File: config.mk
export PLATFORM = sky130hd
export DESIGN_NAME = multicycle_control
export DESIGN_NICKNAME = d
export VERILOG_FILES = /design/src/rtl/multicycle_control.sv
export SDC_FILE = /design/constraint.sdc
export NUM_CORES = 1
export LEC_CHECK = 0
export CORE_MARGIN = 5
export CORE_UTILIZATION = 37
export CTS_BUF_LIST = sky130_fd_sc_hd__clkbuf_4
export DETAILED_ROUTE_END_ITERATION = 10
export PLACE_DENSITY = 0.8
export SLEW_MARGIN = 20
export SYNTH_ARGS = -nofsm -noshare
export SYNTH_HDL_FRONTEND = slang
export SYNTH_SLANG_ARGS = --single-unit
File: constraint.sdc
create_clock -name clk -period 2 [get_ports clk]
set_input_delay 0.4 -clock clk [delete_from_list [all_inputs] [get_ports clk]]
set_output_delay 0.4 -clock clk [all_outputs]
set_load 0.02 [all_outputs]
File: src/rtl/multicycle_control.sv
// Multi-cycle control FSM for the RV32I-subset core: decodes the instruction
// register and drives ALU op, operand selects and datapath/memory strobes.
module multicycle_control #(
    parameter bit TRAP_STICKY = 1'b1
) (
    input  logic        clk,
    input  logic        rst_n,
    input  logic [31:0] instr,
    input  logic        zero,
    input  logic        mem_ready,
    output logic        pc_write,
    output logic        ir_write,
    output logic        adr_src,
    output logic        mem_read,
    output logic        mem_write,
    output logic        reg_write,
    output logic [1:0]  alu_src_a,
    output logic [1:0]  alu_src_b,
    output logic [1:0]  result_src,
    output logic [3:0]  alu_control,
    output logic [3:0]  state,
    output logic        illegal
);

    localparam logic [3:0] ALU_ADD  = 4'b0000;
    localparam logic [3:0] ALU_SUB  = 4'b0001;
    localparam logic [3:0] ALU_SLL  = 4'b0010;
    localparam logic [3:0] ALU_SLT  = 4'b0011;
    localparam logic [3:0] ALU_SLTU = 4'b0100;
    localparam logic [3:0] ALU_XOR  = 4'b0101;
    localparam logic [3:0] ALU_SRL  = 4'b0110;
    localparam logic [3:0] ALU_SRA  = 4'b0111;
    localparam logic [3:0] ALU_OR   = 4'b1000;
    localparam logic [3:0] ALU_AND  = 4'b1001;

    localparam logic [6:0] OP_R      = 7'b0110011;
    localparam logic [6:0] OP_I      = 7'b0010011;
    localparam logic [6:0] OP_LOAD   = 7'b0000011;
    localparam logic [6:0] OP_STORE  = 7'b0100011;
    localparam logic [6:0] OP_BRANCH = 7'b1100011;
    localparam logic [6:0] OP_JAL    = 7'b1101111;
    localparam logic [6:0] OP_LUI    = 7'b0110111;

    localparam logic [6:0] F7_BASE = 7'h00;
    localparam logic [6:0] F7_ALT  = 7'h20;

    typedef enum logic [3:0] {
        S_FETCH    = 4'd0,
        S_DECODE   = 4'd1,
        S_EXEC_R   = 4'd2,
        S_EXEC_I   = 4'd3,
        S_MEM_ADDR = 4'd4,
        S_MEM_RD   = 4'd5,
        S_MEM_WB   = 4'd6,
        S_MEM_WR   = 4'd7,
        S_ALU_WB   = 4'd8,
        S_BRANCH   = 4'd9,
        S_JAL      = 4'd10,
        S_LUI      = 4'd11,
        S_TRAP     = 4'd15
    } state_t;

    state_t state_q;
    state_t state_d;
    state_t decode_next;

    logic [6:0] opcode;
    logic [2:0] funct3;
    logic [6:0] funct7;
    logic       unused_fields;
    logic [3:0] mapped_op;
    logic [3:0] branch_op;
    logic       branch_take;
    logic       r_bad;
    logic       i_bad;
    logic       b_bad;

    assign opcode        = instr[6:0];
    assign funct3        = instr[14:12];
    assign funct7        = instr[31:25];
    assign unused_fields = ^{instr[24:15], instr[11:7]};
    assign state         = state_q;

    // State register
    always_ff @(posedge clk) begin
        if (!rst_n) begin
            state_q <= S_FETCH;
        end else begin
            state_q <= state_d;
        end
    end

    // Encoding checks that turn an otherwise valid opcode into a trap
    always_comb begin
        r_bad = ((funct7 != F7_BASE) && (funct7 != F7_ALT)) ||
                ((funct7 == F7_ALT) && (funct3 != 3'b000) && (funct3 != 3'b101));
        i_bad = ((funct3 == 3'b001) && (funct7 != F7_BASE)) ||
                ((funct3 == 3'b101) && (funct7 != F7_BASE) && (funct7 != F7_ALT));
        b_bad = (funct3 == 3'b010) || (funct3 == 3'b011);
    end

    always_comb begin
        decode_next = S_TRAP;
        case (opcode)
            OP_R:               decode_next = r_bad ? S_TRAP : S_EXEC_R;
            OP_I:               decode_next = i_bad ? S_TRAP : S_EXEC_I;
            OP_LOAD, OP_STORE:  decode_next = S_MEM_ADDR;
            OP_BRANCH:          decode_next = b_bad ? S_TRAP : S_BRANCH;
            OP_JAL:             decode_next = S_JAL;
            OP_LUI:             decode_next = S_LUI;
            default:            decode_next = S_TRAP;
        endcase
    end

    // funct3 -> ALU op; instr[30] selects SUB only for R-type, SRA for both
    always_comb begin
        mapped_op = ALU_ADD;
        case (funct3)
            3'b000:  mapped_op = ((opcode == OP_R) && funct7[5]) ? ALU_SUB : ALU_ADD;
            3'b001:  mapped_op = ALU_SLL;
            3'b010:  mapped_op = ALU_SLT;
            3'b011:  mapped_op = ALU_SLTU;
            3'b100:  mapped_op = ALU_XOR;
            3'b101:  mapped_op = funct7[5] ? ALU_SRA : ALU_SRL;
            3'b110:  mapped_op = ALU_OR;
            default: mapped_op = ALU_AND;
        endcase
    end

    // Branch compare op and taken condition from the ALU zero flag
    always_comb begin
        branch_op   = ALU_SUB;
        branch_take = 1'b0;
        case (funct3)
            3'b000:  begin branch_op = ALU_SUB;  branch_take = zero;  end
            3'b001:  begin branch_op = ALU_SUB;  branch_take = !zero; end
            3'b100:  begin branch_op = ALU_SLT;  branch_take = !zero; end
            3'b101:  begin branch_op = ALU_SLT;  branch_take = zero;  end
            3'b110:  begin branch_op = ALU_SLTU; branch_take = !zero; end
            3'b111:  begin branch_op = ALU_SLTU; branch_take = zero;  end
            default: begin branch_op = ALU_SUB;  branch_take = 1'b0;  end
        endcase
    end

    // Next state and combinational outputs
    always_comb begin
        state_d     = state_q;
        pc_write    = 1'b0;
        ir_write    = 1'b0;
        adr_src     = 1'b0;
        mem_read    = 1'b0;
        mem_write   = 1'b0;
        reg_write   = 1'b0;
        alu_src_a   = 2'b00;
        alu_src_b   = 2'b00;
        result_src  = 2'b00;
        alu_control = ALU_ADD;
        illegal     = 1'b0;

        case (state_q)
            S_FETCH: begin
                mem_read = 1'b1;
                if (mem_ready) begin
                    ir_write   = 1'b1;
                    pc_write   = 1'b1;
                    alu_src_b  = 2'b10;
                    result_src = 2'b10;
                    state_d    = S_DECODE;
                end
            end
            S_DECODE: begin
                alu_src_a = 2'b01;
                alu_src_b = 2'b01;
                state_d   = decode_next;
            end
            S_EXEC_R: begin
                alu_src_a   = 2'b10;
                alu_control = mapped_op;
                state_d     = S_ALU_WB;
            end
            S_EXEC_I: begin
                alu_src_a   = 2'b10;
                alu_src_b   = 2'b01;
                alu_control = mapped_op;
                state_d     = S_ALU_WB;
            end
            S_ALU_WB: begin
                reg_write = 1'b1;
                state_d   = S_FETCH;
            end
            S_MEM_ADDR: begin
                alu_src_a = 2'b10;
                alu_src_b = 2'b01;
                state_d   = opcode[5] ? S_MEM_WR : S_MEM_RD;
            end
            S_MEM_RD: begin
                adr_src  = 1'b1;
                mem_read = 1'b1;
                if (mem_ready) state_d = S_MEM_WB;
            end
            S_MEM_WB: begin
                result_src = 2'b01;
                reg_write  = 1'b1;
                state_d    = S_FETCH;
            end
            S_MEM_WR: begin
                adr_src   = 1'b1;
                mem_write = 1'b1;
                if (mem_ready) state_d = S_FETCH;
            end
            S_BRANCH: begin
                alu_src_a   = 2'b10;
                alu_control = branch_op;
                pc_write    = branch_take;
                state_d     = S_FETCH;
            end
            S_JAL: begin
                pc_write  = 1'b1;
                alu_src_a = 2'b01;
                alu_src_b = 2'b10;
                state_d   = S_ALU_WB;
            end
            S_LUI: begin
                alu_src_a = 2'b11;
                alu_src_b = 2'b01;
                state_d   = S_ALU_WB;
            end
            S_TRAP: begin
                illegal = 1'b1;
                state_d = TRAP_STICKY ? S_TRAP : S_FETCH;
            end
            default: begin
                state_d = S_TRAP;
            end
        endcase

        // Quiesce every output while reset is asserted
        if (!rst_n) begin
            pc_write    = 1'b0;
            ir_write    = 1'b0;
            adr_src     = 1'b0;
            mem_read    = 1'b0;
            mem_write   = 1'b0;
            reg_write   = 1'b0;
            alu_src_a   = 2'b00;
            alu_src_b   = 2'b00;
            result_src  = 2'b00;
            alu_control = ALU_ADD;
            illegal     = 1'b0;
        end
    end

endmodule

==> metrics.txt <==
fin crit period=1950 ps; largest net degree at the start of global routing=13; hold path depth=2; slew margin rel.=75.2%; power density over the cells=1010 mW/mm2; Filler Cells Inserted=180; Pwr Total=1.62 mW; layout cells sized above 1=32.9%; final hold violations=0; max FFs per register=4; die area=0.00342 mm2; drt initial violations=37; post-synthesis register bit count=4; Total GRT Usage=20.2%; Mapped Area=871 um2; max-cap violations=0; placed inst area=0.00156 mm2; Pre-Repair DR Iteration Count=6; Final ANT Viol Nets=0; sequential-to-total area share from yosys stat=9.20%; Post-DP HPWL=2.56 mm; initial core utilization=39.0%; ys flop type=dfxtp_1; register area=80.1 um2; DR WL/cell=14.3 um; Port Buffers=41; Comb power frac=83.6%; Sw Pwr=0.778 mW; Crit. End Element=output pin; hold slack final=680 ps; VDD IR max=0.613 mV; Core Region=0.00223 mm2; clk_skew=1.74 ps; htree depth=1; Hold Path End=state[3]; first-pass GRT wire length=5.58 mm; Clock transition at path regs=40 ps; measured slew at the worst slew-check pin=371 ps; CTS tree=done; Reg power frac=9.9%; Unique masters post-synth=41; num rows=17; DR vias=1,363; DRT Wirelength=3.45 mm; routability cong.=0.833; Clock power frac=6.5%; Post-Syn Nets=174; outcome=finished clean; clock sink total=4; Skew-Pair Late Insertion Delay=240 ps; DR vias/cell=5.66; # setup viols final=0; FMAX=512 MHz; Multi-input gate area=757 um2; clock root buffer=clkbuf_4; Layout Nets=251; hold path start=state[1]; maximum buffer depth of the clock tree=2; RR Endpoint=state[3]; Async SR Flop Fraction=0%; Setup Total Neg Slack=0 ps; Worst R2R Setup Slack=620 ps; worst path required time=1600 ps; vias in the first global route=1,303; P_int=0.841 mW; Cell Count, Final, Fillers Out=241; critical path startpoint category=flop; HP Class=flop to flop; Die X=58.5 um; final critical-path share of the clock period=97.6%; antenna diode count=0; drc violations=0; Ys Warns=0; Data arrival, critical path=1550 ps; synthesis-to-finish area growth=84.2%; max-slew violation count=0; Post-Syn Instances=138; Placed Cells=232; synthesized area per cell=6.31 um2; Chip Height=58.5 um; total I/O pin count=57; LEAKAGE=0.756 nW; unrepaired setup endpoints after global routing=false; post-cts hold buffer count=0; FF-to-FF path depth=6; sw frac=48.1%; Setup CP Type=flop to output pin; Critical Path Fanout Max=4; worst reg2reg startpoint=state[3]; design area=0.00160 mm2; Post-synth EDFFs=0; CTS Buf Count=3; Overflow after GRT=0; initial antenna violation count=0
-- how the worst max path moves through the flow --
stage,startpoint,endpoint,cells past startpoint
floorplan,state[2],result_src[0],4
global placement,instr[3],alu_control[0],6
detailed placement,instr[14],pc_write,6
CTS,zero,pc_write,6
global route,instr[13],alu_control[1],6
finish,state[1],alu_control[1],6
-- cell usage after synthesis (2+ instances only) --
master | number | area [um2]
nand2_1 | 10 | 37.5
a21boi_0 | 2 | 15.0
clkbuf_1 | 10 | 37.5
a211oi_1 | 2 | 15.0
a21oi_1 | 11 | 55.1
nor3_1 | 7 | 35.0
inv_1 | 4 | 15.0
nor2b_1 | 6 | 37.5
buf_2 | 2 | 10.0
and3_1 | 2 | 12.5
a31oi_1 | 2 | 12.5
a32oi_1 | 2 | 17.5
nor2_1 | 14 | 52.6
nand3b_1 | 4 | 30.0
o2111ai_1 | 2 | 17.5
nor3b_1 | 3 | 22.5
nand3_1 | 4 | 20.0
dfxtp_1 | 4 | 80.1
xor2_1 | 2 | 17.5
o21a_1 | 3 | 22.5
o21ai_0 | 13 | 65.1
mux2i_1 | 2 | 20.0
nand2b_1 | 9 | 56.3
-- through the flow --
stage / util, % / setup WS (ps)
final: 71.8 / 48.4
after global routing: 71.8 / 6.58
after CTS: 72.5 / -121
after detailed placement: 69.7 / -621
after global placement: 69.7 / -614
after floorplan: - / 5.46
-- worst max-delay path, stage by stage (launching register included) --
cell and delay, ps:
dfxtp_1 330, buf_4 150, nor3_1 220, buf_4 160, nand3b_1 70, a21boi_1 190
buf_2 200
-- power by group through the flow --
| stage | clock network (mW) | logic (mW) | registers (mW) |
|---|---|---|---|
| after floorplan | 0 | 0.675 | 0.197 |
| after global placement | 0 | 1.33 | 0.154 |
| after detailed placement | 0 | 1.35 | 0.160 |
| after CTS | 0.104 | 1.34 | 0.158 |
| after global routing | 0.114 | 1.46 | 0.160 |
| final | 0.106 | 1.35 | 0.160 |
-- cells in the final DEF (no fill, tap or decap), types with 3 or more instances in the layout --
cell              n
clkbuf_2          6
nor2b_1           6
dlygate4sd2_1    16
nor3_1            6
o21ai_0          12
nand3_1           4
nor3b_1           3
buf_4            43
buf_6             3
clkbuf_4          3
nor2_1           12
inv_1             4
dfxtp_1           4
o21a_1            3
clkdlybuf4s50_1  11
a21oi_1          11
nand2b_1          8
nand2_1          10
nand3b_1          4
-- kinds of logic (layout without fill, tap and decap cells) --
kind of cell / count (synthesis) / count (layout) / synth area share [%]
compound gates: 48 / 48 / 36.6
xor+xnor: 3 / 3 / 3.02
buf+inv: 17 / 92 / 7.61
flops: 4 / 4 / 9.20
mux: 2 / 2 / 2.30
simple gates: 64 / 64 / 41.2
-- metal layers --
layer / track usage, % / routed length [um] / up-vias
met5: 0 / 0 / -
met4: 7.62 / 68 / 0
met3: 3.07 / 181 / 10
met2: 37.5 / 1800 / 53
met1: 23.0 / 1390 / 638
li1: - / - / 662
-- layout make-up --
type                       count  share of cell area [%]
multi-input combinational    117                    47.2
timing repair buffer          85                    43.3
sequential                     4                    4.99
tap                           28                    2.18
clock buffer                   3                    1.40
inverter                       4                   0.936
-- timing repair --
item                       4_1_cts  5_1_grt
gates cloned                     0        0
pin swaps                        5        4
gates resized for setup         51       21
setup buffers                    6        0
setup endpoints to repair       17       10
(Power assumes the default switching activity.)
